## config.mk

```make
export PLATFORM = sky130hd
export DESIGN_NAME = slow_clock_monitor
export DESIGN_NICKNAME = d
export VERILOG_FILES = /design/src/rtl/slow_clock_monitor.sv
export SDC_FILE = /design/constraint.sdc
export NUM_CORES = 1
export LEC_CHECK = 0
export ABC_AREA = 1
export CORE_MARGIN = 5
export CORE_UTILIZATION = 40
export DETAILED_ROUTE_END_ITERATION = 16
export DONT_BUFFER_PORTS = 1
export PLACE_DENSITY = 0.56
export SETUP_SLACK_MARGIN = 0.3
export SYNTH_ARGS = -nofsm -noshare
export SYNTH_HDL_FRONTEND = slang
export SYNTH_SLANG_ARGS = --single-unit
export TNS_END_PERCENT = 30
```

## constraint.sdc

```tcl
create_clock -name Clk -period 3.15 [get_ports Clk]
set_input_delay 0.315 -clock Clk [delete_from_list [all_inputs] [get_ports Clk]]
set_output_delay 0.315 -clock Clk [all_outputs]
set_load 0.05 [all_outputs]
```

## src/rtl/slow_clock_monitor.sv

```systemverilog
// slow_clock_monitor
//
// Receives the toggling slow clock from the divider and prepares it for use in
// the Clk domain. It produces clean one-cycle tick pulses and measures every
// half-period in Clk cycles. It also flags a stalled source and keeps a 0-59
// seconds count for the game timing logic.
//
// Ports:
//   Clk          in   system clock
//   Reset        in   synchronous, active-high; clears every flop
//   slow_in      in   slow square wave, asynchronous to Clk
//   tick         out  one-cycle pulse per detected rising edge of slow_in
//   edge_any     out  one-cycle pulse per detected edge of either polarity
//   half_period  out  Clk cycles in the last completed edge-to-edge interval
//   period_valid out  half_period holds a measurement taken since reset/stall
//   in_tol       out  half_period lies within EXP_HALF +/- TOL
//   stalled      out  no edge seen for TIMEOUT cycles
//   seconds      out  count of tick pulses, modulo 60
module slow_clock_monitor #(
  parameter int unsigned EXP_HALF = 25_000_001,
  parameter int unsigned TOL      = 1000,
  parameter int unsigned TIMEOUT  = 50_000_002,
  parameter int unsigned CW       = 28
) (
  input  logic          Clk,
  input  logic          Reset,
  input  logic          slow_in,
  output logic          tick,
  output logic          edge_any,
  output logic [CW-1:0] half_period,
  output logic          period_valid,
  output logic          in_tol,
  output logic          stalled,
  output logic [5:0]    seconds
);

  typedef enum logic [1:0] {
    IDLE,
    MEASURE,
    STALLED
  } state_t;

  // The tolerance window is compared one bit wider than the counter.
  // The lower bound is clamped at zero, so a small EXP_HALF cannot wrap it.
  localparam logic [CW:0]   TOL_LO    = (CW+1)'(EXP_HALF >= TOL ? EXP_HALF - TOL : 0);
  localparam logic [CW:0]   TOL_HI    = (CW+1)'(EXP_HALF + TOL);
  localparam logic [CW-1:0] TIMEOUT_C = CW'(TIMEOUT);
  localparam logic [CW-1:0] CNT_MAX   = '1;
  localparam logic [CW-1:0] CNT_ONE   = {{(CW-1){1'b0}}, 1'b1};

  state_t        state_q, state_d;
  logic          s1_q, s1_d;
  logic          s2_q, s2_d;
  logic          s3_q, s3_d;
  logic          tick_q, tick_d;
  logic          edge_any_q, edge_any_d;
  logic [CW-1:0] cnt_q, cnt_d;
  logic [CW-1:0] half_period_q, half_period_d;
  logic          period_valid_q, period_valid_d;
  logic          in_tol_q, in_tol_d;
  logic          stalled_q, stalled_d;
  logic [5:0]    seconds_q, seconds_d;

  logic          rise_det;
  logic          edge_det;
  logic          cnt_in_tol;

  // s1/s2 form the synchronizer and s3 holds the previous synchronized level.
  // Edges are detected between s2 and s3 and then registered once more.
  // This makes tick and edge_any glitch-free, one-cycle pulses.
  always_comb begin
    s1_d       = slow_in;
    s2_d       = s1_q;
    s3_d       = s2_q;
    rise_det   = s2_q & ~s3_q;
    edge_det   = s2_q ^ s3_q;
    tick_d     = rise_det;
    edge_any_d = edge_det;
  end

  // Tolerance test applied to the count captured by the current edge.
  always_comb begin
    cnt_in_tol = ({1'b0, cnt_q} >= TOL_LO) && ({1'b0, cnt_q} <= TOL_HI);
  end

  // Measurement FSM. In MEASURE, cnt_q equals the number of cycles since the
  // previous detected edge, so an edge captures it directly as half_period.
  // The edge is checked before the timeout. A late edge that coincides with
  // the timeout is still recorded and does not enter STALLED.
  always_comb begin
    state_d        = state_q;
    cnt_d          = cnt_q;
    half_period_d  = half_period_q;
    period_valid_d = period_valid_q;
    in_tol_d       = in_tol_q;
    stalled_d      = stalled_q;

    case (state_q)
      IDLE: begin
        cnt_d = '0;
        if (edge_det) begin
          state_d = MEASURE;
          cnt_d   = CNT_ONE;
        end
      end

      MEASURE: begin
        if (edge_det) begin
          half_period_d  = cnt_q;
          period_valid_d = 1'b1;
          in_tol_d       = cnt_in_tol;
          cnt_d          = CNT_ONE;
        end else if (cnt_q == TIMEOUT_C) begin
          state_d        = STALLED;
          stalled_d      = 1'b1;
          period_valid_d = 1'b0;
        end else if (cnt_q != CNT_MAX) begin
          cnt_d = cnt_q + CNT_ONE;
        end
      end

      STALLED: begin
        // The first edge after a stall only restarts timing. The interval
        // that ended with it is meaningless, so nothing is recorded.
        if (edge_det) begin
          state_d   = MEASURE;
          stalled_d = 1'b0;
          cnt_d     = CNT_ONE;
        end
      end

      default: begin
        state_d = IDLE;
        cnt_d   = '0;
      end
    endcase
  end

  // The seconds counter follows the registered tick. Stalls do not clear it;
  // only Reset does.
  always_comb begin
    seconds_d = seconds_q;
    if (tick_q) begin
      seconds_d = (seconds_q == 6'd59) ? 6'd0 : seconds_q + 6'd1;
    end
  end

  always_ff @(posedge Clk) begin
    if (Reset) begin
      state_q        <= IDLE;
      s1_q           <= 1'b0;
      s2_q           <= 1'b0;
      s3_q           <= 1'b0;
      tick_q         <= 1'b0;
      edge_any_q     <= 1'b0;
      cnt_q          <= '0;
      half_period_q  <= '0;
      period_valid_q <= 1'b0;
      in_tol_q       <= 1'b0;
      stalled_q      <= 1'b0;
      seconds_q      <= 6'd0;
    end else begin
      state_q        <= state_d;
      s1_q           <= s1_d;
      s2_q           <= s2_d;
      s3_q           <= s3_d;
      tick_q         <= tick_d;
      edge_any_q     <= edge_any_d;
      cnt_q          <= cnt_d;
      half_period_q  <= half_period_d;
      period_valid_q <= period_valid_d;
      in_tol_q       <= in_tol_d;
      stalled_q      <= stalled_d;
      seconds_q      <= seconds_d;
    end
  end

  assign tick         = tick_q;
  assign edge_any     = edge_any_q;
  assign half_period  = half_period_q;
  assign period_valid = period_valid_q;
  assign in_tol       = in_tol_q;
  assign stalled      = stalled_q;
  assign seconds      = seconds_q;

endmodule

```

==> flow_summary.yaml <==
power:
  vdd_ir_drop_max_mv: 0.240
  power.density_mw_per_mm2: 440
  total_power_mw: 1.89
  power_leakage_nw: 1.61
clock_network:
  clock_sinks: 72
  clk_pin_slew_ns: 0.08
  max-clock-path-buffers: 2
  cts-resized-gates: 0
  insertion_delay_ns: 0.36
  root_buffer: "clkbuf_8"
  cts_post_setup_buffers_inserted: 0
  htreeDepth: 3
  numCtsBuffers: 9
  cts_tree: "yes"
route:
  wl_per_cell_um: 15.7
  detail_route.wirelength_um: 11600
  num_vias: 3811
  ant_nets: 0
  via_per_inst: 5.17
  drt-initial-drc-count: 316
  route.detailed.drc: 0
  first_pass_iters: 5
setup_path:
  r2r_end: "cnt_q[24]"
  cp.arrival_ns: 2.62
  r2r_start: "s3_q"
  crit_type: "flip-flop to flip-flop"
  reg2regPathDepth: 10
  cp_data_required_time_ns: 3.44
  start_kind: "flip-flop"
  endpoint_kind: "flip-flop"
  rrSetupSlack_ns: 0.83
  cp_max_fo: 26
global_routing:
  antenna_found_initial: 0
  overflow: 0
  grt_max_degree: 33
  grtUsageTotal: 0.207
  grt_first_pass_wirelength_um: 18600
  grt_pass1_vias: 3539
sta:
  hold_viol: 0
  slew_violations: 0
  rsz0062_at_grt: "no"
  min_period_ns: 2.32
  setup_tns_ns: 0
  setup_viol: 0
  tightest_slew_ns: 0.629
  slew_headroom: 0.580
  maxClockFrequency_ghz: 0.430
  period_share: 0.738
  clock_skew_ns: 0.0101
floorplan:
  core_area_mm2: 0.00968
  start_util: 0.405
  die_area_mm2: 0.0119
  pin_count: 42
  rows: 36
  dieWidth_um: 109
  dieHeight_um: 109
place:
  postPlaceCellArea_mm2: 0.00403
  dpl.hpwl_um: 8500
  place_congestion: 0.964
  port_buffers: 0
layout:
  finalNetCount: 608
  area_delta_synth_final_pct: 9.26
  design_area_mm2: 0.00428
  drive_above_1_share: 0.0960
  final_cell_mix: "nand2_1, nor2_1, dfxtp_1"
  fillCellCount: 1034
  diodes: 0
  final_common_cell: "nand2_1"
synthesis:
  synth_seq_cells: 72
  seq_area_frac_synth: 0.368
  syn_nets: 607
  synth_cell_types: 32
  yosysWarnings: 0
  syn-cell-area_mm2: 0.00392
  syn_area_per_cell_um2: 6.56
  synthCells: 598
min_path:
  min_to: "edge_any"
  min_from: "Reset"
  hold_path_depth: 1
  hp-class: "primary input to flip-flop"
flow_run:
  drv_cap: 0
outcome:
  status: "finished, final reports clean"
-- metal layers --
metal  global-route usage  share of wire  vias up
li1                     -              -     1933
met1                0.277           0.46     1746
met2                0.325           0.46      116
met3               0.0409          0.063       16
met4               0.0866          0.021        0
met5                    0              0        -
-- stage by stage --
step	util	setup slack (ns)	hold slack (ns)	instances
floorplan	-	1.39	0.388	598
finish	0.442	0.825	0.0166	737
CTS	0.441	0.862	0.000953	736
detailed placement	0.416	0.886	0.384	718
global placement	0.416	0.945	0.384	718
global route	0.442	0.613	0.00102	737
-- worst max path at each step --
| stage | start | end | slack (ns) | cells after the start |
|---|---|---|---|---|
| global placement | s3_q | cnt_q[23] | 0.95 | 11 |
| detailed placement | s3_q | cnt_q[13] | 0.89 | 10 |
| floorplan | s3_q | cnt_q[1] | 1.39 | 10 |
| CTS | s3_q | cnt_q[24] | 0.86 | 10 |
| finish | s3_q | cnt_q[24] | 0.83 | 10 |
| global route | s3_q | cnt_q[0] | 0.61 | 10 |
-- flip-flops by register name, summed over array words and instances (netlist names) --
name and cells:
edge_any 1, cnt_q 28, s1_q 1, tick 1
s3_q 1, s2_q 1, stalled 1, in_tol 1
half_period 28, period_valid 1, seconds 6, state_q 2
-- final cells by class --
type                       instances  area, µm²  area share
clock buffer                      11        141      0.0330
multi-input combinational        433       2100       0.491
timing repair buffer               9       75.1      0.0175
tap                              133        166      0.0389
inverter                          74        278      0.0649
sequential                        72       1440       0.337
clock inverter                     5       80.1      0.0187
-- Yosys cell counts, drive strengths merged --
cell | count | area share
a211oi | 2 | 0.0038
a21oi | 52 | 0.076
a32o | 1 | 0.0026
and2 | 1 | 0.0016
buf | 6 | 0.013
clkbuf | 13 | 0.012
clkinv | 2 | 0.0019
dfxtp | 72 | 0.37
ha | 6 | 0.019
inv | 72 | 0.069
nand2 | 149 | 0.15
nand3 | 38 | 0.057
nand4 | 27 | 0.043
nor2 | 104 | 0.11
nor3 | 5 | 0.0064
o2111ai | 1 | 0.0022
o211ai | 1 | 0.0019
o21ai | 42 | 0.054
o31ai | 1 | 0.0019
or2 | 2 | 0.0032
xor2 | 1 | 0.0022
-- power by group --
group	internal [mW]	leakage [nW]	switching (mW)	total, mW
Clock	0.466	0.106	0.354	0.820
Sequential	0.926	0.582	0.0564	0.982
Combinational	0.0255	0.918	0.0572	0.0826
Total	1.42	1.61	0.467	1.89
-- worst max-delay path, cell delays in order, from the launching register on --
cell,delay [ns]
dfxtp_1,0.31
inv_1,0.04
ha_1,0.52
nand2_1,0.11
nor2_1,0.11
nand2_1,0.06
nor2_2,0.14
nand3_2,0.30
nand3_4,0.37
nand2_1,0.13
a21oi_2,0.14
-- kinds of logic after synthesis --
logic type      Yosys count  share of synthesized area
compound gates          100                      0.142
xor+xnor                  1                    0.00223
fa+ha+maj                 6                     0.0192
buf+inv                  93                     0.0964
flops                    72                      0.368
simple gates            326                      0.372
-- repair_timing --
action / in CTS / in global routing
hold buffers: 2 / 1
endpoints found under the hold margin: 9 / 1
setup endpoints to repair: 0 / 0
Note: power is estimated with default switching activity, not from simulation.
